[src/rtl/maindec_pipe_if.sv]
`default_nettype none
// ============================================================================
//  Module      : maindec_pipe_if
//  Description : Handshake and control-word bundle between fetch/ID, the
//                registered main decoder and the EX stage.
//  Revision    : 1.0 - initial release
// ============================================================================
interface maindec_pipe_if #(
    parameter int ALUOP_W = 4
);
    logic               in_valid;
    logic               in_ready;
    logic [5:0]         op;
    logic [5:0]         funct;
    logic               flush;
    logic               out_valid;
    logic               out_ready;
    logic               regwrite;
    logic               regdst;
    logic [1:0]         alusrc;
    logic               branch;
    logic               memwrite;
    logic               memtoreg;
    logic               jump;
    logic               link;
    logic [1:0]         hilowrite;
    logic [ALUOP_W-1:0] aluop;
    logic               invalid_instr;
    logic               busy;

    // Pipeline side: supplies instructions, flush and EX back-pressure.
    modport master (
        output in_valid, op, funct, flush, out_ready,
        input  in_ready, out_valid, regwrite, regdst, alusrc, branch,
               memwrite, memtoreg, jump, link, hilowrite, aluop,
               invalid_instr, busy
    );

    // Decoder side.
    modport slave (
        input  in_valid, op, funct, flush, out_ready,
        output in_ready, out_valid, regwrite, regdst, alusrc, branch,
               memwrite, memtoreg, jump, link, hilowrite, aluop,
               invalid_instr, busy
    );
endinterface
`default_nettype wire

[src/rtl/maindec_pipe.sv]
`default_nettype none
// ============================================================================
//  Module      : maindec_pipe
//  Description : Registered MIPS main decoder with valid/ready handshake,
//                multi-cycle sequencing for MULT/MULTU/DIV/DIVU, reserved
//                instruction flagging and synchronous flush.
//  Revision    : 1.0 - initial release
// ============================================================================
module maindec_pipe #(
    parameter int ALUOP_W    = 4,
    parameter int MUL_CYCLES = 3,
    parameter int DIV_CYCLES = 32,
    parameter int CNT_W      = 6
) (
    input  wire            clk,
    input  wire            resetn,
    maindec_pipe_if.slave  bus
);

    // ALU operation classes shared with the ALU decoder.
    localparam logic [ALUOP_W-1:0] c_ALU_NOP   = ALUOP_W'(0);
    localparam logic [ALUOP_W-1:0] c_ALU_ADD   = ALUOP_W'(1);
    localparam logic [ALUOP_W-1:0] c_ALU_ADDU  = ALUOP_W'(2);
    localparam logic [ALUOP_W-1:0] c_ALU_SLT   = ALUOP_W'(3);
    localparam logic [ALUOP_W-1:0] c_ALU_AND   = ALUOP_W'(4);
    localparam logic [ALUOP_W-1:0] c_ALU_OR    = ALUOP_W'(5);
    localparam logic [ALUOP_W-1:0] c_ALU_XOR   = ALUOP_W'(6);
    localparam logic [ALUOP_W-1:0] c_ALU_LUI   = ALUOP_W'(7);
    localparam logic [ALUOP_W-1:0] c_ALU_SUB   = ALUOP_W'(8);
    localparam logic [ALUOP_W-1:0] c_ALU_RTYPE = ALUOP_W'(9);

    // Counter load values: the count runs LAT-1 .. 0, so LAT=1 loads zero
    // and goes straight to FULL.
    localparam logic [CNT_W-1:0] c_MUL_CNT = CNT_W'(MUL_CYCLES - 1);
    localparam logic [CNT_W-1:0] c_DIV_CNT = CNT_W'(DIV_CYCLES - 1);

    typedef struct packed {
        logic               regwrite;
        logic               regdst;
        logic [1:0]         alusrc;
        logic               branch;
        logic               memwrite;
        logic               memtoreg;
        logic               jump;
        logic               link;
        logic [1:0]         hilowrite;
        logic [ALUOP_W-1:0] aluop;
        logic               invalid;
    } ctrl_t;

    typedef enum logic [1:0] {
        S_IDLE = 2'd0,
        S_BUSY = 2'd1,
        S_FULL = 2'd2
    } state_t;

    state_t           r_state;
    state_t           w_state_nxt;
    logic [CNT_W-1:0] r_cnt;
    logic [CNT_W-1:0] w_cnt_nxt;
    ctrl_t            r_ctrl;
    ctrl_t            w_dec;
    logic             w_accept;
    logic             w_load;
    logic             w_is_mdu;
    logic [CNT_W-1:0] w_lat_cnt;

    assign bus.in_ready = (r_state == S_IDLE) ||
                          ((r_state == S_FULL) && bus.out_ready);
    assign w_accept     = bus.in_valid && bus.in_ready;

    // MULT/MULTU/DIV/DIVU share funct 0110xx; funct[1] selects divide.
    assign w_is_mdu  = (bus.op == 6'b000000) && (bus.funct[5:2] == 4'b0110);
    assign w_lat_cnt = bus.funct[1] ? c_DIV_CNT : c_MUL_CNT;

    // Combinational decode of op/funct into the control word.
    always_comb begin
        w_dec = '0;
        case (bus.op)
            6'b000000: begin
                w_dec.aluop = c_ALU_RTYPE;
                casez (bus.funct)
                    6'b010001: w_dec.hilowrite = 2'b10;   // MTHI
                    6'b010011: w_dec.hilowrite = 2'b01;   // MTLO
                    6'b0110??: w_dec.hilowrite = 2'b11;   // MULT/MULTU/DIV/DIVU
                    6'b001000: w_dec.jump      = 1'b1;    // JR
                    default: begin                        // ALU ops, MFHI/MFLO
                        w_dec.regwrite = 1'b1;
                        w_dec.regdst   = 1'b1;
                    end
                endcase
            end
            6'b000010: begin                              // J
                w_dec.jump  = 1'b1;
                w_dec.aluop = c_ALU_NOP;
            end
            6'b000011: begin                              // JAL
                w_dec.regwrite = 1'b1;
                w_dec.jump     = 1'b1;
                w_dec.link     = 1'b1;
                w_dec.aluop    = c_ALU_NOP;
            end
            6'b000100, 6'b000101: begin                   // BEQ/BNE
                w_dec.branch = 1'b1;
                w_dec.aluop  = c_ALU_SUB;
            end
            6'b001000: begin                              // ADDI
                w_dec.regwrite = 1'b1;
                w_dec.alusrc   = 2'b01;
                w_dec.aluop    = c_ALU_ADD;
            end
            6'b001001: begin                              // ADDIU
                w_dec.regwrite = 1'b1;
                w_dec.alusrc   = 2'b01;
                w_dec.aluop    = c_ALU_ADDU;
            end
            6'b001010: begin                              // SLTI
                w_dec.regwrite = 1'b1;
                w_dec.alusrc   = 2'b01;
                w_dec.aluop    = c_ALU_SLT;
            end
            6'b001100: begin                              // ANDI
                w_dec.regwrite = 1'b1;
                w_dec.alusrc   = 2'b10;
                w_dec.aluop    = c_ALU_AND;
            end
            6'b001101: begin                              // ORI
                w_dec.regwrite = 1'b1;
                w_dec.alusrc   = 2'b10;
                w_dec.aluop    = c_ALU_OR;
            end
            6'b001110: begin                              // XORI
                w_dec.regwrite = 1'b1;
                w_dec.alusrc   = 2'b10;
                w_dec.aluop    = c_ALU_XOR;
            end
            6'b001111: begin                              // LUI
                w_dec.regwrite = 1'b1;
                w_dec.alusrc   = 2'b10;
                w_dec.aluop    = c_ALU_LUI;
            end
            6'b100011: begin                              // LW
                w_dec.regwrite = 1'b1;
                w_dec.alusrc   = 2'b01;
                w_dec.memtoreg = 1'b1;
                w_dec.aluop    = c_ALU_ADD;
            end
            6'b101011: begin                              // SW
                w_dec.alusrc   = 2'b01;
                w_dec.memwrite = 1'b1;
                w_dec.aluop    = c_ALU_ADD;
            end
            default: w_dec.invalid = 1'b1;                // reserved
        endcase
    end

    // Next-state, counter and load-enable logic; flush overrides everything.
    always_comb begin
        w_state_nxt = r_state;
        w_cnt_nxt   = r_cnt;
        w_load      = 1'b0;
        if (bus.flush) begin
            w_state_nxt = S_IDLE;
            w_cnt_nxt   = '0;
        end else begin
            case (r_state)
                S_IDLE, S_FULL: begin
                    if (w_accept) begin
                        w_load = 1'b1;
                        if (w_is_mdu && (w_lat_cnt != '0)) begin
                            w_state_nxt = S_BUSY;
                            w_cnt_nxt   = w_lat_cnt;
                        end else begin
                            w_state_nxt = S_FULL;
                        end
                    end else if ((r_state == S_FULL) && bus.out_ready) begin
                        w_state_nxt = S_IDLE;
                    end
                end
                S_BUSY: begin
                    if (r_cnt == '0) begin
                        w_state_nxt = S_FULL;
                    end else begin
                        w_cnt_nxt = r_cnt - 1'b1;
                    end
                end
                default: begin
                    w_state_nxt = S_IDLE;
                    w_cnt_nxt   = '0;
                end
            endcase
        end
    end

    // State and busy counter registers.
    always_ff @(posedge clk or negedge resetn) begin
        if (!resetn) begin
            r_state <= S_IDLE;
            r_cnt   <= '0;
        end else begin
            r_state <= w_state_nxt;
            r_cnt   <= w_cnt_nxt;
        end
    end

    // Control word register; holds its value until the next accept.
    always_ff @(posedge clk or negedge resetn) begin
        if (!resetn) begin
            r_ctrl <= '0;
        end else if (w_load) begin
            r_ctrl <= w_dec;
        end
    end

    assign bus.out_valid     = (r_state == S_FULL);
    assign bus.busy          = (r_state == S_BUSY);
    assign bus.regwrite      = r_ctrl.regwrite;
    assign bus.regdst        = r_ctrl.regdst;
    assign bus.alusrc        = r_ctrl.alusrc;
    assign bus.branch        = r_ctrl.branch;
    assign bus.memwrite      = r_ctrl.memwrite;
    assign bus.memtoreg      = r_ctrl.memtoreg;
    assign bus.jump          = r_ctrl.jump;
    assign bus.link          = r_ctrl.link;
    assign bus.hilowrite     = r_ctrl.hilowrite;
    assign bus.aluop         = r_ctrl.aluop;
    assign bus.invalid_instr = r_ctrl.invalid;

endmodule
`default_nettype wire

[src/flat_wrapper.sv]
// flat-port wrapper written by rule: the top's interface ports become plain ports
module maindec_pipe_flat 
#(
    parameter int ALUOP_W    = 4,
    parameter int MUL_CYCLES = 3,
    parameter int DIV_CYCLES = 32,
    parameter int CNT_W      = 6
)
  (clk, resetn, bus_in_valid, bus_op, bus_funct, bus_flush, bus_out_ready, bus_in_ready, bus_out_valid, bus_regwrite, bus_regdst, bus_alusrc, bus_branch, bus_memwrite, bus_memtoreg, bus_jump, bus_link, bus_hilowrite, bus_aluop, bus_invalid_instr, bus_busy);
  maindec_pipe_if #(.ALUOP_W(ALUOP_W)) bus_i ();
  input  wire clk;
  input  wire resetn;
  input wire logic [$bits(bus_i.in_valid)-1:0] bus_in_valid;
  input wire logic [$bits(bus_i.op)-1:0] bus_op;
  input wire logic [$bits(bus_i.funct)-1:0] bus_funct;
  input wire logic [$bits(bus_i.flush)-1:0] bus_flush;
  input wire logic [$bits(bus_i.out_ready)-1:0] bus_out_ready;
  output wire logic [$bits(bus_i.in_ready)-1:0] bus_in_ready;
  output wire logic [$bits(bus_i.out_valid)-1:0] bus_out_valid;
  output wire logic [$bits(bus_i.regwrite)-1:0] bus_regwrite;
  output wire logic [$bits(bus_i.regdst)-1:0] bus_regdst;
  output wire logic [$bits(bus_i.alusrc)-1:0] bus_alusrc;
  output wire logic [$bits(bus_i.branch)-1:0] bus_branch;
  output wire logic [$bits(bus_i.memwrite)-1:0] bus_memwrite;
  output wire logic [$bits(bus_i.memtoreg)-1:0] bus_memtoreg;
  output wire logic [$bits(bus_i.jump)-1:0] bus_jump;
  output wire logic [$bits(bus_i.link)-1:0] bus_link;
  output wire logic [$bits(bus_i.hilowrite)-1:0] bus_hilowrite;
  output wire logic [$bits(bus_i.aluop)-1:0] bus_aluop;
  output wire logic [$bits(bus_i.invalid_instr)-1:0] bus_invalid_instr;
  output wire logic [$bits(bus_i.busy)-1:0] bus_busy;
  assign bus_i.in_valid = bus_in_valid;
  assign bus_i.op = bus_op;
  assign bus_i.funct = bus_funct;
  assign bus_i.flush = bus_flush;
  assign bus_i.out_ready = bus_out_ready;
  assign bus_in_ready = bus_i.in_ready;
  assign bus_out_valid = bus_i.out_valid;
  assign bus_regwrite = bus_i.regwrite;
  assign bus_regdst = bus_i.regdst;
  assign bus_alusrc = bus_i.alusrc;
  assign bus_branch = bus_i.branch;
  assign bus_memwrite = bus_i.memwrite;
  assign bus_memtoreg = bus_i.memtoreg;
  assign bus_jump = bus_i.jump;
  assign bus_link = bus_i.link;
  assign bus_hilowrite = bus_i.hilowrite;
  assign bus_aluop = bus_i.aluop;
  assign bus_invalid_instr = bus_i.invalid_instr;
  assign bus_busy = bus_i.busy;
  maindec_pipe #(.ALUOP_W(ALUOP_W), .MUL_CYCLES(MUL_CYCLES), .DIV_CYCLES(DIV_CYCLES), .CNT_W(CNT_W)) u_core (.clk(clk), .resetn(resetn), .bus(bus_i));
endmodule
[config.mk]
export PLATFORM = sky130hd
export DESIGN_NAME = maindec_pipe_flat
export DESIGN_NICKNAME = d
export VERILOG_FILES = /design/src/rtl/maindec_pipe_if.sv /design/src/rtl/maindec_pipe.sv /design/src/flat_wrapper.sv
export SDC_FILE = /design/constraint.sdc
export NUM_CORES = 1
export LEC_CHECK = 0
export BUFFER_PORTS_ARGS = -buffer_cell sky130_fd_sc_hd__buf_4
export CAP_MARGIN = 20
export CORE_UTILIZATION = 50
export DETAILED_ROUTE_END_ITERATION = 8
export MAX_ROUTING_LAYER = met4
export PLACE_DENSITY_LB_ADDON = 0.08
export SLEW_MARGIN = 30
export SYNTH_ARGS = -nofsm -noshare
export SYNTH_HDL_FRONTEND = slang
export SYNTH_SLANG_ARGS = --single-unit
[constraint.sdc]
create_clock -name clk -period 1.95 [get_ports clk]
set_clock_uncertainty 0.05 [all_clocks]
set_input_delay 0.0975 -clock clk [delete_from_list [all_inputs] [get_ports clk]]
set_output_delay 0.0975 -clock clk [all_outputs]
set_load 0.01 [all_outputs]
==> impl_metrics.json, run 1 <==
{
  "status": "finished clean",
  "critPathKind": "in -> reg",
  "fp.dieH_um": 54.0,
  "yosysWarningCount": 0,
  "pre_cts_ws_ns": 0.232,
  "maxCapViolations": 0,
  "hold_path.startpoint": "bus_out_ready",
  "fp.coreArea_um2": 2520,
  "crit_required_ns": 2.10,
  "rr_worst_depth": 6,
  "worstMarginPinSlew_ns": 0.540,
  "drc": 0,
  "synth_edf_count": 0,
  "final.fill_count": 217,
  "powerDensity_nw_per_um2": 562,
  "arrival_ns": 2.04,
  "clkLatencyLatePin_ns": 0.30,
  "leakage_nw": 0.813,
  "syn_to_final_growth_pct": 26.1,
  "wire_per_inst_um": 13.3,
  "die_area_um2": 2910,
  "nNetsFinal": 213,
  "period_minus_slack_ns": 1.89,
  "async_flop_share_pct": 100,
  "rows": 18,
  "netlist_instances": 153,
  "fmax_mhz": 529,
  "avgSynthCellArea_um2": 8.82,
  "yosys.cell_types.count": 39,
  "grt_pass1_vias": 1097,
  "gp_congestion": 0.871,
  "holdPathStages": 3,
  "dp_hpwl_um": 2270,
  "cts_sinks": 24,
  "grt.total_usage_pct": 22.7,
  "routed_via_density": 5.56,
  "slew_viol_final": 0,
  "syn_nets": 172,
  "hold_viol": 0,
  "io_buffers": 35,
  "period_share_pct": 96.9,
  "r2r-end": "u_core.r_cnt[0]",
  "hold_path.class": "in -> reg",
  "grt_max_degree": 25,
  "grt_pass1_wl_um": 4730,
  "peakVddDrop_uv": 411,
  "synthFlopType": "dfrtp_1",
  "via_count": 1235,
  "routed_wl_um": 2950,
  "timing.final.ws_setup_ns": 0.0603,
  "cts_root_buffer": "clkbuf_4",
  "multi_input_area_um2": 707,
  "seq_area_frac_synth_pct": 44.5,
  "antenna_found_initial": 0,
  "start_util_pct": 53.5,
  "dr.pass1.iters": 4,
  "seqCellArea_um2": 601,
  "ys_seq_elements": 24,
  "clk_pin_slew_ns": 0.12,
  "rsz0062_at_grt": "no",
  "numCtsBuffers": 3,
  "initialDrtViolationCount": 30,
  "htreeDepth": 1,
  "finalSetupViolCount": 0,
  "slew_headroom_pct": 63.7,
  "r2r_slack_ns": 0.19,
  "mappedNetlistArea_um2": 1350,
  "rr_startpoint": "u_core.r_state[1]",
  "drive_gt1_share_pct": 24.0,
  "cts_tree": "done",
  "worstSetupEndpointType": "register",
  "ant_nets": 0,
  "dp.cells": 217,
  "critPathMaxFanout": 9,
  "fin_setup_tns_ns": 0,
  "io_pins": 36,
  "instances_no_fill": 222,
  "total_power_mw": 0.957,
  "grt_remaining_overflow": 0,
  "cp-start-kind": "input port",
  "antennaDiodeCount": 0,
  "clockBufferDepth": 2,
  "min_to": "u_core.r_state[1]",
  "fp.dieW_um": 54.0
}
stage by stage:
stage	utilization (%)	cell area (µm²)	hold slack, ns
2_1_floorplan	-	1350	-0.248
3_3_place_gp	65.8	1660	-0.0404
3_5_place_dp	65.8	1660	-0.0395
4_1_cts	67.5	1700	0.000605
5_1_grt	67.5	1700	0.00560
6_report	67.5	1700	0.00387
flip-flops by register name, indices dropped and copies added, names as in the netlist:
signal                    count
u_core.r_cnt                  6
u_core.bus.memwrite           1
u_core.bus.memtoreg           1
u_core.bus.regdst             1
u_core.bus.branch             1
u_core.bus.regwrite           1
u_core.bus.aluop              4
u_core.r_state                2
u_core.bus.jump               1
u_core.bus.hilowrite          2
u_core.bus.invalid_instr      1
u_core.bus.alusrc             2
u_core.bus.link               1
placed cells by master (no fill, tap or decap), types with 2 or more instances in the layout:
cell           netlist  final
nand3_1              6      6
a31oi_1              3      3
dlygate4sd3_1        0      2
o21ai_0             14     13
dfrtp_1             24     24
nand2b_1             3      3
buf_4                0     39
mux2i_1              2      2
nor3_1               3      3
nand2_1             22     22
clkbuf_4             0      3
nor2_1              15     15
xnor2_1              2      2
a21oi_1              9      9
a21o_1               2      2
inv_1                6      6
a22o_1               3      3
o31ai_1              3      3
nand4_1              2      2
and3_1               2      2
ha_1                 2      2
nor2b_1              7      7
kinds of logic after synthesis:
group           after synthesis  share of synthesized area, %
mux                           2                          1.48
buf+inv                      11                          3.15
xor+xnor                      2                          1.30
flops                        24                          44.5
compound gates               45                          22.9
simple gates                 67                          24.8
fa+ha+maj                     2                          1.85
cell usage after synthesis, drive strengths merged (2+ instances only):
cell,instances,area share (%)
xnor2,2,1.3
a31oi,3,1.4
o31ai,3,1.7
nand2b,3,1.4
nor2b,7,3.2
ha,2,1.9
nand3,6,2.2
mux2i,2,1.5
nor2,15,4.2
clkbuf,4,1.1
a21oi,9,3.3
a22o,3,1.9
inv,6,1.7
and3,2,0.93
nand2,22,6.1
nand4,2,0.93
nor3,4,2.3
a21o,2,1.1
dfrtp,24,44
o21ai,14,5.2
final cells by class:
class | instances | share of cell area (%)
clock buffers | 3 | 1.32
multi-input cells | 118 | 41.5
repair buffers | 41 | 18.4
flip-flops and latches | 24 | 35.3
inverters | 6 | 1.32
well taps | 30 | 2.20
worst max-delay path by stage:
| stage | endpoint | startpoint | cells past startpoint | slack, ns |
|---|---|---|---|---|
| final | u_core.r_cnt[0] | bus_op[4] | 6 | 0.06 |
| after global routing | u_core.r_cnt[1] | bus_op[4] | 7 | 0.004 |
| after CTS | u_core.r_cnt[1] | bus_op[4] | 7 | 0.07 |
| after detailed placement | u_core.r_cnt[0] | bus_op[2] | 5 | 0.23 |
| after global placement | u_core.r_cnt[0] | bus_op[2] | 5 | 0.26 |
| after floorplan | u_core.r_cnt[0] | u_core.r_state[1] | 4 | 0.28 |
power breakdown:
group	switching, mW	internal [mW]
registers	0.0166	0.524
logic	0.114	0.0970
clock network	0.133	0.0718
total	0.264	0.693
worst max-delay path, cell delays in order:
cell	delay, ns
dlygate4sd3_1	0.54
buf_4	0.16
or4_4	0.51
nor3_4	0.18
a311oi_4	0.17
o32a_1	0.37
timing repair:
item                                   4_1_cts  5_1_grt
setup endpoints to repair                    0        1
endpoints found under the hold margin       26        0
gates resized for setup                      0        1
hold buffers                                 2        0
setup buffers                                0        0
routing by layer:
metal / global-route usage, % / vias to the layer above / part of all wire, %
li1: - / 627 / -
met1: 29.7 / 574 / 48
met2: 37.0 / 32 / 47
met3: 2.82 / 2 / 4.4
met4: 5.26 / 0 / 0.34
met5: - / - / 0
(Power assumes the default switching activity.)
==> run 2, diff against run 1 <==
Settings changed: CORE_MARGIN set to 5, SLEW_MARGIN 30 to not set.
==> impl_metrics.json, run 2 (synthesis gave the netlist of run 1 again) <==
{
  "period_minus_slack_ns": 1.91,
  "cts_root_buffer": "clkbuf_4",
  "nNetsFinal": 216,
  "wl_met1_um": 1480,
  "worstSetupEndpointType": "register",
  "finalSetupViolCount": 0,
  "arrival_ns": 2.07,
  "top_layer_used": "met4",
  "hold_path.class": "in -> reg",
  "clkLatencyLatePin_ns": 0.31,
  "final_cell_mix": "buf_4 (38), dfrtp_1 (24), nand2_1 (22)",
  "hold_ws_ns": 0.0402,
  "stdcell_area_um2": 1780,
  "htreeDepth": 1,
  "fp.dieH_um": 62.0,
  "critPathLaunch": "bus_op[2]",
  "die_area_um2": 3840,
  "grt_pass1_wl_um": 5380,
  "fin_setup_tns_ns": 0,
  "fp.dieW_um": 62.0,
  "clk_pin_slew_ns": 0.13,
  "routed_via_density": 5.85,
  "rsz0062_at_grt": "no",
  "grt_remaining_overflow": 0,
  "period_share_pct": 97.9,
  "dr_wl_met2_um": 1560,
  "status": "finished clean",
  "fmax_mhz": 524,
  "hold_viol": 0,
  "wl_met3_um": 292,
  "dp_hpwl_um": 2410,
  "clockBufferDepth": 2,
  "rows": 18,
  "grt_pass1_vias": 1248,
  "via_count": 1322,
  "dp.cells": 217,
  "instances_no_fill": 226,
  "cts_tree": "done",
  "slew_headroom_pct": 61.1,
  "io_buffers": 35,
  "peakVddDrop_uv": 388,
  "fp.coreArea_um2": 2520,
  "r2r_slack_ns": 0.27,
  "syn_to_final_growth_pct": 31.9,
  "antennaDiodeCount": 0,
  "powerDensity_nw_per_um2": 632,
  "rr_startpoint": "u_core.r_state[0]",
  "grt_max_degree": 25,
  "rr_worst_depth": 5,
  "antenna_found_initial": 0,
  "leakage_nw": 0.858,
  "grt.total_usage_pct": 19.4,
  "cp-endpoint": "u_core.r_cnt[0]",
  "dr.pass1.iters": 4,
  "drive_gt1_share_pct": 25.0,
  "worstMarginPinSlew_ns": 0.578,
  "largest_reg_flops": 6,
  "largest-register": "u_core.r_cnt",
  "cts_sinks": 24,
  "critPathKind": "in -> reg",
  "slew_viol_final": 0,
  "wire_per_inst_um": 14.8,
  "critPathMaxFanout": 11,
  "routed_wl_um": 3350,
  "ant_nets": 0,
  "cp-start-kind": "input port",
  "r2r-end": "u_core.r_cnt[3]",
  "initialDrtViolationCount": 78,
  "io_pins": 36,
  "final_common_cell": "buf_4",
  "crit_required_ns": 2.11,
  "numCtsBuffers": 3,
  "dpl-instance-area_um2": 1660,
  "gp_congestion": 0.863,
  "start_util_pct": 53.5,
  "maxCapViolations": 0,
  "drc": 0
}
==> run 2: worst min-delay path by stage <==
stage                       from                       end  depth (start not counted)
finish              bus_funct[3]   u_core.bus.hilowrite[0]                          3
floorplan                 resetn       u_core.bus.aluop[0]                          0
global route        bus_funct[3]   u_core.bus.hilowrite[0]                          3
detailed placement        resetn  u_core.bus.invalid_instr                          1
CTS                 bus_funct[3]   u_core.bus.hilowrite[0]                          3
global placement          resetn         u_core.bus.branch                          1
==> run 2: final cells by class <==
| type | count | area, µm² |
|---|---|---|
| clock buffer | 3 | 22.5 |
| clock inverter | 1 | 30.0 |
| timing repair buffer | 43 | 340 |
| sequential | 24 | 601 |
| tap | 30 | 37.5 |
| inverter | 6 | 22.5 |
| multi-input combinational | 119 | 727 |
| fill | 208 | 742 |
==> run 2: power breakdown <==
part,internal (mW),switching [mW],leakage [nW],total [mW]
combinational,0.101,0.119,0.509,0.219
sequential,0.524,0.0176,0.321,0.542
clock,0.208,0.156,0.0279,0.364
total,0.832,0.292,0.858,1.12
==> run 2: timing repair <==
item	4_1_cts	5_1_grt
buffers inserted	0	1
setup endpoints to repair	0	4
hold buffers	5	0
hold endpoints to repair	28	0
gates resized for setup	0	4
==> run 2: layer usage <==
metal  vias to the layer above  GRT usage (%)
li1                        636              -
met1                       621           25.3
met2                        61           30.0
met3                         4           3.10
met4                         0           7.88
met5                         -              -
==> run 2: metrics by stage <==
stage / power [mW] / utilization [%] / setup slack [ns]
after floorplan: 0.657 / - / 0.281
after global placement: 0.753 / 65.8 / 0.257
after detailed placement: 0.759 / 65.8 / 0.237
after CTS: 1.13 / 69.9 / 0.00262
after global routing: 1.19 / 70.6 / 0.00931
final: 1.12 / 70.6 / 0.0400
==> run 2: worst max-delay path, cell delays in order <==
cell	delay [ns]
dlygate4sd3_1	0.54
buf_4	0.17
or4_4	0.46
nor3_4	0.27
a311oi_4	0.17
o32a_1	0.37
